### src/rtl/uart_tx_buffered_if.sv
// Byte producer -> UART TX buffer handshake; byte moves on posedge when in_valid && in_ready.
interface uart_tx_buffered_if;
  logic [7:0] in_data;
  logic       in_valid;
  logic       in_ready;

  modport master (output in_data, output in_valid, input in_ready);
  modport slave  (input in_data, input in_valid, output in_ready);
endinterface

### src/rtl/uart_tx_buffered.sv
// Buffered 8N1 UART TX: byte FIFO feeding a serialiser, first start bit one clk after accept into an idle block;
// in_ready low only while the FIFO is full. Define UART_TX_PARITY_EN for an 8E1/8O1 frame (PARITY_ODD selects).
module uart_tx_buffered #(
  parameter int unsigned CLK_FREQ   = 50000000,
  parameter int unsigned BAUD_RATE  = 115200,
  parameter int unsigned FIFO_DEPTH = 16,
  parameter int unsigned PARITY_ODD = 0
) (
  input  logic                        clk,
  input  logic                        reset,
  uart_tx_buffered_if.slave           s_in,
  output logic                        o_tx,
  output logic                        o_busy,
  output logic [$clog2(FIFO_DEPTH):0] o_fifo_count
);
  localparam int unsigned BAUD_DIV = CLK_FREQ / BAUD_RATE;
  localparam int unsigned AW       = $clog2(FIFO_DEPTH);
  localparam int unsigned BW       = $clog2(BAUD_DIV);
  localparam logic [BW-1:0] BAUD_LAST = BW'(BAUD_DIV - 1);
  localparam logic [AW:0]   CNT_FULL  = (AW+1)'(FIFO_DEPTH);
`ifdef UART_TX_PARITY_EN
  localparam logic P_ODD = (PARITY_ODD != 0);
`endif

  typedef enum logic [2:0] {
    S_IDLE,
    S_START,
    S_DATA,
`ifdef UART_TX_PARITY_EN
    S_PARITY,
`endif
    S_STOP
  } state_t;

  logic [7:0]    r_mem [FIFO_DEPTH];
  logic [AW-1:0] r_wr_ptr, r_rd_ptr;
  logic [AW:0]   r_count;
  state_t        r_state;
  logic [BW-1:0] r_baud;
  logic [2:0]    r_idx;
  logic [7:0]    r_shift;
  logic          r_tx, r_busy;
  logic          w_push, w_pop, w_baud_last;
  logic [7:0]    w_head;

  assign s_in.in_ready = (r_count != CNT_FULL);
  assign w_push        = s_in.in_valid && s_in.in_ready;
  assign w_baud_last   = (r_baud == BAUD_LAST);
  // Pops happen only where a new frame can begin, so the frame in flight is never counted.
  assign w_pop  = (r_count != '0) &&
                  ((r_state == S_IDLE) || ((r_state == S_STOP) && w_baud_last));
  assign w_head = r_mem[r_rd_ptr];

  assign o_tx         = r_tx;
  assign o_busy       = r_busy;
  assign o_fifo_count = r_count;

  always_ff @(posedge clk) begin
    if (w_push) r_mem[r_wr_ptr] <= s_in.in_data;
  end

  always_ff @(posedge clk or posedge reset) begin
    if (reset) begin
      r_wr_ptr <= '0;
      r_rd_ptr <= '0;
      r_count  <= '0;
    end else begin
      if (w_push) r_wr_ptr <= r_wr_ptr + AW'(1);
      if (w_pop)  r_rd_ptr <= r_rd_ptr + AW'(1);
      if (w_push && !w_pop)      r_count <= r_count + (AW+1)'(1);
      else if (!w_push && w_pop) r_count <= r_count - (AW+1)'(1);
    end
  end

  always_ff @(posedge clk or posedge reset) begin
    if (reset) begin
      r_state <= S_IDLE;
      r_baud  <= '0;
      r_idx   <= '0;
      r_shift <= '0;
      r_tx    <= 1'b1;
      r_busy  <= 1'b0;
    end else begin
      case (r_state)
        S_IDLE: begin
          r_baud <= '0;
          r_tx   <= 1'b1;
          r_busy <= 1'b0;
          if (w_pop) begin
            r_shift <= w_head;
            r_tx    <= 1'b0;
            r_busy  <= 1'b1;
            r_state <= S_START;
          end
        end
        S_START: begin
          if (w_baud_last) begin
            r_baud  <= '0;
            r_idx   <= '0;
            r_tx    <= r_shift[0];
            r_state <= S_DATA;
          end else begin
            r_baud <= r_baud + BW'(1);
          end
        end
        S_DATA: begin
          if (w_baud_last) begin
            r_baud <= '0;
            if (r_idx == 3'd7) begin
`ifdef UART_TX_PARITY_EN
              r_tx    <= (^r_shift) ^ P_ODD;
              r_state <= S_PARITY;
`else
              r_tx    <= 1'b1;
              r_state <= S_STOP;
`endif
            end else begin
              r_idx <= r_idx + 3'd1;
              r_tx  <= r_shift[r_idx + 3'd1];
            end
          end else begin
            r_baud <= r_baud + BW'(1);
          end
        end
`ifdef UART_TX_PARITY_EN
        S_PARITY: begin
          if (w_baud_last) begin
            r_baud  <= '0;
            r_tx    <= 1'b1;
            r_state <= S_STOP;
          end else begin
            r_baud <= r_baud + BW'(1);
          end
        end
`endif
        S_STOP: begin
          if (w_baud_last) begin
            r_baud <= '0;
            if (w_pop) begin
              // Back-to-back frame: next start bit follows the stop bit with no idle gap.
              r_shift <= w_head;
              r_tx    <= 1'b0;
              r_state <= S_START;
            end else begin
              r_tx    <= 1'b1;
              r_busy  <= 1'b0;
              r_state <= S_IDLE;
            end
          end else begin
            r_baud <= r_baud + BW'(1);
          end
        end
        default: begin
          r_baud  <= '0;
          r_tx    <= 1'b1;
          r_busy  <= 1'b0;
          r_state <= S_IDLE;
        end
      endcase
    end
  end
endmodule
### src/flat_wrapper.sv
// flat-port wrapper written by rule: the top's interface ports become plain ports
module uart_tx_buffered_flat 
#(
  parameter int unsigned CLK_FREQ   = 50000000,
  parameter int unsigned BAUD_RATE  = 115200,
  parameter int unsigned FIFO_DEPTH = 16,
  parameter int unsigned PARITY_ODD = 0
)
  (clk, reset, o_tx, o_busy, o_fifo_count, s_in_in_data, s_in_in_valid, s_in_in_ready);
  uart_tx_buffered_if s_in_i ();
  input  logic clk;
  input  logic reset;
  output logic o_tx;
  output logic o_busy;
  output logic [$clog2(FIFO_DEPTH):0] o_fifo_count;
  input wire logic [$bits(s_in_i.in_data)-1:0] s_in_in_data;
  input wire logic [$bits(s_in_i.in_valid)-1:0] s_in_in_valid;
  output wire logic [$bits(s_in_i.in_ready)-1:0] s_in_in_ready;
  assign s_in_i.in_data = s_in_in_data;
  assign s_in_i.in_valid = s_in_in_valid;
  assign s_in_in_ready = s_in_i.in_ready;
  uart_tx_buffered #(.CLK_FREQ(CLK_FREQ), .BAUD_RATE(BAUD_RATE), .FIFO_DEPTH(FIFO_DEPTH), .PARITY_ODD(PARITY_ODD)) u_core (.clk(clk), .reset(reset), .s_in(s_in_i), .o_tx(o_tx), .o_busy(o_busy), .o_fifo_count(o_fifo_count));
endmodule
### config.mk
export PLATFORM = sky130hd
export DESIGN_NAME = uart_tx_buffered_flat
export DESIGN_NICKNAME = d
export VERILOG_FILES = /design/src/rtl/uart_tx_buffered_if.sv /design/src/rtl/uart_tx_buffered.sv /design/src/flat_wrapper.sv
export SDC_FILE = /design/constraint.sdc
export NUM_CORES = 1
export LEC_CHECK = 0
export ABC_AREA = 1
export BUFFER_PORTS_ARGS = -buffer_cell sky130_fd_sc_hd__buf_2
export CAP_MARGIN = 0
export CORE_UTILIZATION = 40
export CTS_BUF_LIST = sky130_fd_sc_hd__clkbuf_8
export CTS_CLUSTER_SIZE = 10
export DETAILED_ROUTE_END_ITERATION = 16
export SLEW_MARGIN = 20
export SYNTH_ARGS = -nofsm -noshare
export SYNTH_HDL_FRONTEND = slang
export SYNTH_SLANG_ARGS = --single-unit
### constraint.sdc
create_clock -name clk -period 7 [get_ports clk]
set_input_delay 1.4 -clock clk [delete_from_list [all_inputs] [get_ports clk]]
set_output_delay 1.4 -clock clk [all_outputs]
set_load 0.005 [all_outputs]
=== Yosys cells after proc, flatten, opt, wreduce, memory -nomap -nowiden ===
Memories as Yosys holds them, arrays and structs flattened.
Index checks and enable logic that the tools add are counted.
W data, S select, Z words.

* Word-level logic and storage cells: 83
* Output and inout port bits: 8
* RAM bits: 128
* Memories kept: 1
* Input bits: 11
* Register bits: 38

{| class="wikitable"
|+ Memories
! name !! depth !! bits a word !! rd ports !! clocked after memory_dff !! write ports !! RTL line !! source
|-
| u_core.r_mem || 16 || 8 || 1 || 0 || 1 || uart_tx_buffered.sv:35 || <nowiki>logic [7:0] r_mem [FIFO_DEPTH];</nowiki>
|}

* Reduce and logical (&&, ||, !) cells: 20
* Magnitude comparators: 1
* Add/sub/neg operators: 6
* Equality and inequality tests: 13
* Mux-type cells: 32
* Bitwise gates (word level): 1

{| class="wikitable"
|+ Operators with widths
! operator !! count
|-
| $mux W3 || 8
|-
| $mux W9 || 2
|-
| $mux W8 || 2
|-
| $pmux W8 S2 || 1
|-
| $mux W1 || 12
|-
| $pmux W3 S4 || 1
|-
| $mux W5 || 2
|-
| $ne A2 B1 Y1 const B || 5
|-
| $add A9 B1 Y9 const B || 1
|-
| $eq A9 B9 Y1 const B || 1
|-
| $add A4 B1 Y4 const B || 2
|-
| $eq A3 B2 Y1 const B || 2
|-
| $pmux W3 S2 || 1
|-
| $reduce_and A3 Y1 || 2
|-
| $reduce_bool A2 Y1 || 3
|-
| $add A5 B1 Y5 const B || 1
|-
| $logic_and A1 B1 Y1 || 5
|-
| $ne A5 B5 Y1 const B || 1
|-
| $reduce_and A5 Y1 || 1
|-
| $reduce_bool A5 Y1 || 1
|-
| $sub A5 B1 Y5 const B || 1
|-
| $lt A3 B4 Y1 const B || 1
|-
| $ne A2 B2 Y1 const B || 2
|-
| $pmux W1 S4 || 1
|-
| 13 further kinds || 14
|}

=== Depth between registers and ports, before layout ===
Gate-level depths: netlist (run 1).

* Depth in word-level cells: 7
* Mapped depth: 15
* Gate-level depth less buffers: 15

=== Least setup slack after synthesis (run 1) ===
OpenSTA, ideal clock, no wires.

* Path kind: input to register
* Start: input s_in_in_valid
* End: register u_core.r_count[4], in the netlist u_core.o_fifo_count[4]
* Path buffers: 0
* Library setup time: 65 ps
* Path slack: 4202 ps
* Data required time: 6935 ps
* Arrival time: 2732 ps
* Cell stages on the path: 10
* Cells stage by stage: nand2_1 -> inv_2 -> ha_1 -> inv_1 -> ha_1 -> a21o_1 -> a21oi_1 -> xor2_1 -> nand2_1 -> nand2_1

* Longest elaborated chain between the ends: 4
* Elaborated cells on any way between the ends: 6
* Classes of those cells: mux (1); reduce/logical (5)

{| class="wikitable"
|+ Ends and longest elaborated chain
! what !! RTL line !! source
|-
| start: declaration || flat_wrapper.sv:17 || <nowiki>input wire logic [$bits(s_in_i.in_valid)-1:0] s_in_in_valid;</nowiki>
|-
| $logic_and A1 B1 Y1 (*) || uart_tx_buffered.sv:47 || <nowiki>assign w_push = s_in.in_valid && s_in.in_ready;</nowiki>
|-
| net u_core.w_push || uart_tx_buffered.sv:43 || <nowiki>logic w_push, w_pop, w_baud_last;</nowiki>
|-
| $logic_not A1 Y1 || uart_tx_buffered.sv:71 || <nowiki>else if (!w_push && w_pop) r_count <= r_count - (AW+1)'(1);</nowiki>
|-
| $logic_and A1 B1 Y1 || uart_tx_buffered.sv:71 ||
|-
| $reduce_bool A2 Y1 (no line) || n/a ||
|-
| end signal: assignment || uart_tx_buffered.sv:70 || <nowiki>if (w_push && !w_pop) r_count <= r_count + (AW+1)'(1);</nowiki>
|-
| end signal: assignment || uart_tx_buffered.sv:71 ||
|-
| end: declaration || uart_tx_buffered.sv:37 || <nowiki>logic [AW:0] r_count;</nowiki>
|}

Mark *: on every way through the listed nets, which the timed path passes. The rest lies on a longest branch.
A chain may end at the register's enable or synchronous reset.

=== Worst setup path in the final report (run 1) ===
* Start: register u_core.r_count[0], in the netlist u_core.o_fifo_count[0]
* End: output s_in_in_ready

* Longest elaborated chain between the ends: 1

{| class="wikitable"
|+ Ends and longest elaborated chain
! what !! RTL line !! source
|-
| $ne A5 B5 Y1 || uart_tx_buffered.sv:46 || <nowiki>assign s_in.in_ready = (r_count != CNT_FULL);</nowiki>
|-
| end: declaration || flat_wrapper.sv:18 || <nowiki>output wire logic [$bits(s_in_i.in_ready)-1:0] s_in_in_ready;</nowiki>
|}

No other way between the ends.

==> flow_metrics.tcl, run 1 <==
set metrics [dict create \
    power_density_nw_per_um2 260 \
    fin_crit_sh 0.407 \
    multi_input_comb_area_um2 2300 \
    die_width_um 138 \
    drt_iter0_drc 280 \
    ctsLongestPathBuffers 2 \
    final_core_util 0.442 \
    relSlewSlack 0.305 \
    worst_setup_path_start_kind "flip-flop" \
    crit_required_ps 5600 \
    synthesis.area_um2 7370 \
    clk_pin_slew_ps 80 \
    seqCellArea_um2 4770 \
    final_max_slew_viol_count 0 \
    grt_pass1_wl_um 24100 \
    place_congestion 0.833 \
    io_pins 19 \
    min_period_ps 2850 \
    root_buffer "clkbuf_8" \
    tightest_slew_ps 1040 \
    syn-instance-count 700 \
    skew_ps 15.3 \
    htreeDepth 4 \
    gr-total-overflow 0 \
    setup_viol 0 \
    synth_top_cell_by_area "edfxtp_1" \
    tns_ps 0 \
    synth.most_common_cell "nand2_1" \
    cts_resized 0 \
    synth_ff_type "edfxtp_1" \
    yosys_warnings 0 \
    synth_common_cells "196 x nand2_1, 128 x edfxtp_1, 93 x nor2_1" \
    grt_start_max_net_pins 68 \
    n_antenna_cell 0 \
    rows 49 \
    drc 0 \
    hold_violations 0 \
    hp-class "flip-flop to flip-flop" \
    synthArstFlopShare 0.224 \
    coreArea_um2 18000 \
    status "complete, no violations" \
    post_cts_buffers 0 \
    routed_wl_um 15300 \
    antenna_found_initial 0 \
    ant_nets 0 \
    critPathCaptureType "output pin" \
    die_h_um 138 \
    dpl.hpwl_um 10200 \
    portBuffers 18 \
    finalNetCount 742 \
    synth_seq_cells 165 \
    critPathKind "flip-flop to output pin" \
    clk_latency_ps 450 \
    cp.arrival_ps 1450 \
    worstReg2RegStart "u_core.r_state[0]" \
    avgSynthCellArea_um2 10.5 \
    die-area_um2 19000 \
    drive_above_1_share 0.117 \
    avgViaCountPerCell 5.02 \
    clock.fmax_ghz 0.351 \
    grt_pass1_vias 4820 \
    cts_tree "done" \
    rsz0062_at_grt "false" \
    synth.area.top_cells "edfxtp_1 52%, dfrtp_1 12%, nand2_1 10%" \
    wl_per_cell_um 16.1 \
    p_leak_nw 3.11 \
    yosysUniqueCellTypes 37 \
    synth_nets 729 \
    maxCapViolations 0 \
    worstPathMaxFanout 5 \
    start_util 0.409 \
    fillerInstances 1750 \
    synth-edff-count 128 \
    ys_seq_area_frac 0.647 \
    clock-sinks 165 \
    cts_buffers 17 \
    worstHoldStart "u_core.r_shift[5]" \
    ctsHoldBuffers 0 \
    cp-startpoint "u_core.o_fifo_count[0]" \
    synth.top_cell.area_share 0.521 \
    drtPass1Iterations 4 \
    vias 4796 \
    grt_usage 0.175 \
    area_growth_pct 8.08 \
    ir_worst_vdd_mv 0.154 \
]
[state kept, by name (all words and copies together), names as in the netlist]
register and cells:
u_core.r_wr_ptr 4, u_core.r_rd_ptr 4, u_core.r_mem 128, u_core.o_fifo_count 5
u_core.r_shift 8, u_core.r_idx 3, u_core.o_tx 1, u_core.o_busy 1
u_core.r_state 2, u_core.r_baud 9
[metal layers]
| layer | wire (um) | global-route usage | vias to the layer above |
|---|---|---|---|
| met5 | 0 | 0 | - |
| li1 | - | - | 2361 |
| met2 | 7790 | 0.301 | 107 |
| met3 | 703 | 0.0430 | 23 |
| met4 | 224 | 0.0592 | 0 |
| met1 | 6620 | 0.213 | 2305 |
[path summary, 6_finish.rpt]
path	to	slack [ps]	cells past startpoint
max	s_in_in_ready	4150	3
min	u_core.r_shift[5]	490	2
max reg2reg	u_core.o_fifo_count[4]	4390	15
min reg2reg	u_core.r_shift[5]	490	2
max in group asynchronous	u_core.r_rd_ptr[0]	5570	3
min in group asynchronous	u_core.r_wr_ptr[3]	1050	3
[kinds of logic after synthesis]
kind of cell,count (synthesis),synth area share
xor+xnor,11,0.0131
buf+inv,63,0.0407
compound gates,55,0.0395
flops,165,0.647
fa+ha+maj,18,0.0316
simple gates,388,0.228
[cell usage in the layout (no fill, tap or decap), types with 2 or more instances in the layout]
cell      instances
inv_8             2
a21oi_1           9
xnor2_1           2
inv_6             5
nand2_8           3
inv_2             5
clkinv_2          3
clkinv_4          2
nand2_1         196
nor3_1            4
nand3_1          62
nand4_1           2
clkinv_1          2
inv_1            30
edfxtp_1        128
buf_2            18
o21ai_0          23
nand3b_1          2
dfrtp_1          35
ha_1             17
clkbuf_8         17
o21ai_1          20
xor2_1            9
nor3b_1           3
buf_4             3
nor2_1           93
nand2_2          17
[layout make-up]
type	instances	share of cell area
flip-flops and latches	165	0.599
clock inverters	15	0.0133
well taps	229	0.0359
repair buffers	21	0.0141
inverters	36	0.0195
clock buffers	17	0.0294
multi-input cells	472	0.289
[where the power goes]
part / switching, mW / leakage (nW) / internal [mW]
sequential: 0.0486 / 1.61 / 1.16
combinational: 0.182 / 1.32 / 0.0817
clock: 0.352 / 0.183 / 0.248
[critical path, stage by stage, from the launching register on]
cell	delay [ps]
dfrtp_1	460
nor2_1	210
nand3_1	170
buf_2	170
[stage by stage]
| stage | setup WS, ps | hold slack [ps] | area, um^2 | power [mW] | cells |
|---|---|---|---|---|---|
| 2_1_floorplan | 4200 | 457 | 7370 | 1.39 | 700 |
| 3_3_place_gp | 4000 | 481 | 7630 | 1.48 | 923 |
| 3_5_place_dp | 3950 | 480 | 7630 | 1.49 | 923 |
| 4_1_cts | 4120 | 501 | 7970 | 2.09 | 955 |
| 5_1_grt | 4040 | 523 | 7970 | 2.16 | 955 |
| 6_report | 4150 | 495 | 7970 | 2.07 | 955 |
(Power assumes the default switching activity.)
==> run 2, diff against run 1 <==
==> constraint.sdc (replaced) <==
create_clock -name clk -period 2.8 [get_ports clk]
set_input_delay 0.56 -clock clk [delete_from_list [all_inputs] [get_ports clk]]
set_output_delay 0.56 -clock clk [all_outputs]
set_load 0.005 [all_outputs]
==> run 2 against run 1 <==
  * Global-route usage fell by 0.078 points
  * Combinational power rose to 2.6 times the previous value
  * Die area did not move
  * First-iteration DRC count rose by 19%
  * Sequential share of layout area fell by 0.73 points
  * Core utilization rose by 0.55 points
  * Sequential cell count did not move
  * Routed wire length fell by 0.63%
  * Register-to-register slack got worse by 4200 ps
  * Hold slack got worse by 290 ps
  * Critical path depth rose by 12
  * Largest power group unchanged
  * Highest routed layer unchanged
==> flow_metrics.tcl, run 2 (synthesis gave the netlist of run 1 again) <==
set metrics [dict create \
    setup_viol 0 \
    tightest_slew_ps 825 \
    portBuffers 18 \
    status "complete, no violations" \
    die_width_um 138 \
    critPathCaptureType "flip-flop" \
    cts_tree "done" \
    dpl.hpwl_um 9710 \
    crit_required_ps 3130 \
    ctsLongestPathBuffers 2 \
    clk_latency_ps 460 \
    p_sw_mw 1.55 \
    seqCellArea_um2 4770 \
    hp-class "input pin to async pin" \
    fin_crit_sh 0.917 \
    min_period_ps 2570 \
    gr-total-overflow 0 \
    r2r_end "u_core.o_fifo_count[3]" \
    grt_start_max_net_pins 67 \
    rows 49 \
    drtPass1Iterations 5 \
    critPathKind "flip-flop to flip-flop" \
    ir_worst_vdd_mv 0.528 \
    top_register "u_core.r_mem" \
    clk_pin_slew_ps 90 \
    root_buffer "clkbuf_8" \
    antenna_found_initial 0 \
    worstReg2RegStart "u_core.r_state[0]" \
    drt_iter0_drc 334 \
    clock-sinks 165 \
    io_pins 19 \
    htreeDepth 4 \
    die-area_um2 19000 \
    largest_reg_flops 128 \
    comb_power_share 0.129 \
    place_congestion 0.816 \
    ant_nets 0 \
    die_h_um 138 \
    final_max_slew_viol_count 0 \
    post_cts_buffers 0 \
    coreArea_um2 18000 \
    drive_above_1_share 0.130 \
    cp.arrival_ps 2900 \
    cts_buffers 17 \
    multi_input_comb_area_um2 2310 \
    start_util 0.409 \
    placed_cell_area_um2 7690 \
    p_leak_nw 3.16 \
    maxCapViolations 0 \
    hold_violations 0 \
    grt_pass1_vias 4589 \
    n_antenna_cell 0 \
    internal_power_mw 3.77 \
    seq_power_share 0.567 \
    rsz0062_at_grt "false" \
    relSlewSlack 0.448 \
    switching_share 0.291 \
    wl_per_cell_um 15.8 \
    layout.cells.most_common "nand2_1" \
    fillerInstances 1685 \
    worst_setup_path_start_kind "flip-flop" \
    routed_wl_um 15200 \
    avgViaCountPerCell 4.97 \
    p_clk_frac 0.304 \
    worstPathMaxFanout 6 \
    power_density_nw_per_um2 658 \
    skew_ps 20.3 \
    rrSetupSlack_ps 230 \
    final_area_um2 8070 \
    finalNetCount 749 \
    grt_pass1_wl_um 24100 \
    mostFrequentLayoutCells "196 x nand2_1, 128 x edfxtp_1, 93 x nor2_1" \
    rr_worst_depth 15 \
    grt_usage 0.174 \
    area_growth_pct 9.42 \
    final_core_util 0.448 \
    tns_ps 0 \
    vias 4782 \
    drc 0 \
    clock.fmax_ghz 0.389 \
    top_regs "u_core.r_mem (128), u_core.r_baud (9), u_core.r_shift (8)" \
]
==> run 2: cell count changes in the layout (fill, tap and decap cells not counted), moves of 2 or more <==
cell and delta:
buf_4 +6, clkinv_8 +2, clkinv_4 -2, inv_6 +2
==> run 2: per-stage QoR <==
stage | instances | hold WS (ps) | total power, mW | setup WS, ps
5_1_grt | 962 | 227 | 5.55 | 66.5
2_1_floorplan | 700 | 457 | 3.48 | 468
3_5_place_dp | 930 | 470 | 3.75 | 221
3_3_place_gp | 930 | 471 | 3.71 | 324
6_report | 962 | 204 | 5.31 | 232
4_1_cts | 962 | 206 | 5.35 | 181
==> run 2: power by group through the flow <==
stage | sequential (mW) | combinational [mW] | clock, mW
floorplan | 3.04 | 0.439 | 0
global placement | 3.05 | 0.660 | 0
detailed placement | 3.06 | 0.686 | 0
CTS | 3.01 | 0.691 | 1.65
global route | 3.03 | 0.772 | 1.74
finish | 3.01 | 0.686 | 1.62
==> run 2: area by class of cell <==
type	count	share of cell area
Sequential cell	165	0.591
Clock buffer	17	0.0290
Multi-Input combinational cell	472	0.286
Inverter	36	0.0192
Timing Repair Buffer	28	0.0220
Tap cell	229	0.0355
Clock inverter	15	0.0171
==> run 2: metal layers <==
metal / part of all wire / track usage
met1: 0.44 / 0.222
met2: 0.51 / 0.295
met3: 0.041 / 0.0386
met4: 0.013 / 0.0519
met5: 0 / 0
==> run 2: how the worst max path moves through the flow <==
stage / from / end / slack, ps / cells after the start
4_1_cts: u_core.r_state[0] / u_core.o_fifo_count[4] / 180 / 15
3_5_place_dp: u_core.r_state[0] / u_core.o_fifo_count[4] / 220 / 15
6_report: u_core.r_state[0] / u_core.o_fifo_count[3] / 230 / 15
5_1_grt: u_core.r_state[0] / u_core.o_fifo_count[3] / 70 / 15
2_1_floorplan: u_core.r_state[0] / u_core.o_fifo_count[4] / 470 / 15
3_3_place_gp: u_core.r_state[0] / u_core.o_fifo_count[4] / 320 / 15
==> run 2: timing repair <==
action | in CTS | in global routing
endpoints found under the setup margin | 0 | 1
resized for setup | 0 | 1
hold buffers | 0 | 0
==> run 2: critical path: stages, from the launching register on <==
cell and delay (ps):
dfrtp_1 430, inv_1 110, ha_2 240, inv_1 120, nand2_1 90, nand2_1 60, inv_2 90, nand2_8 80
ha_1 250, inv_1 130, ha_1 250, nand2_1 70, nand2_1 40, a21oi_1 180, xor2_1 200, o21ai_0 100
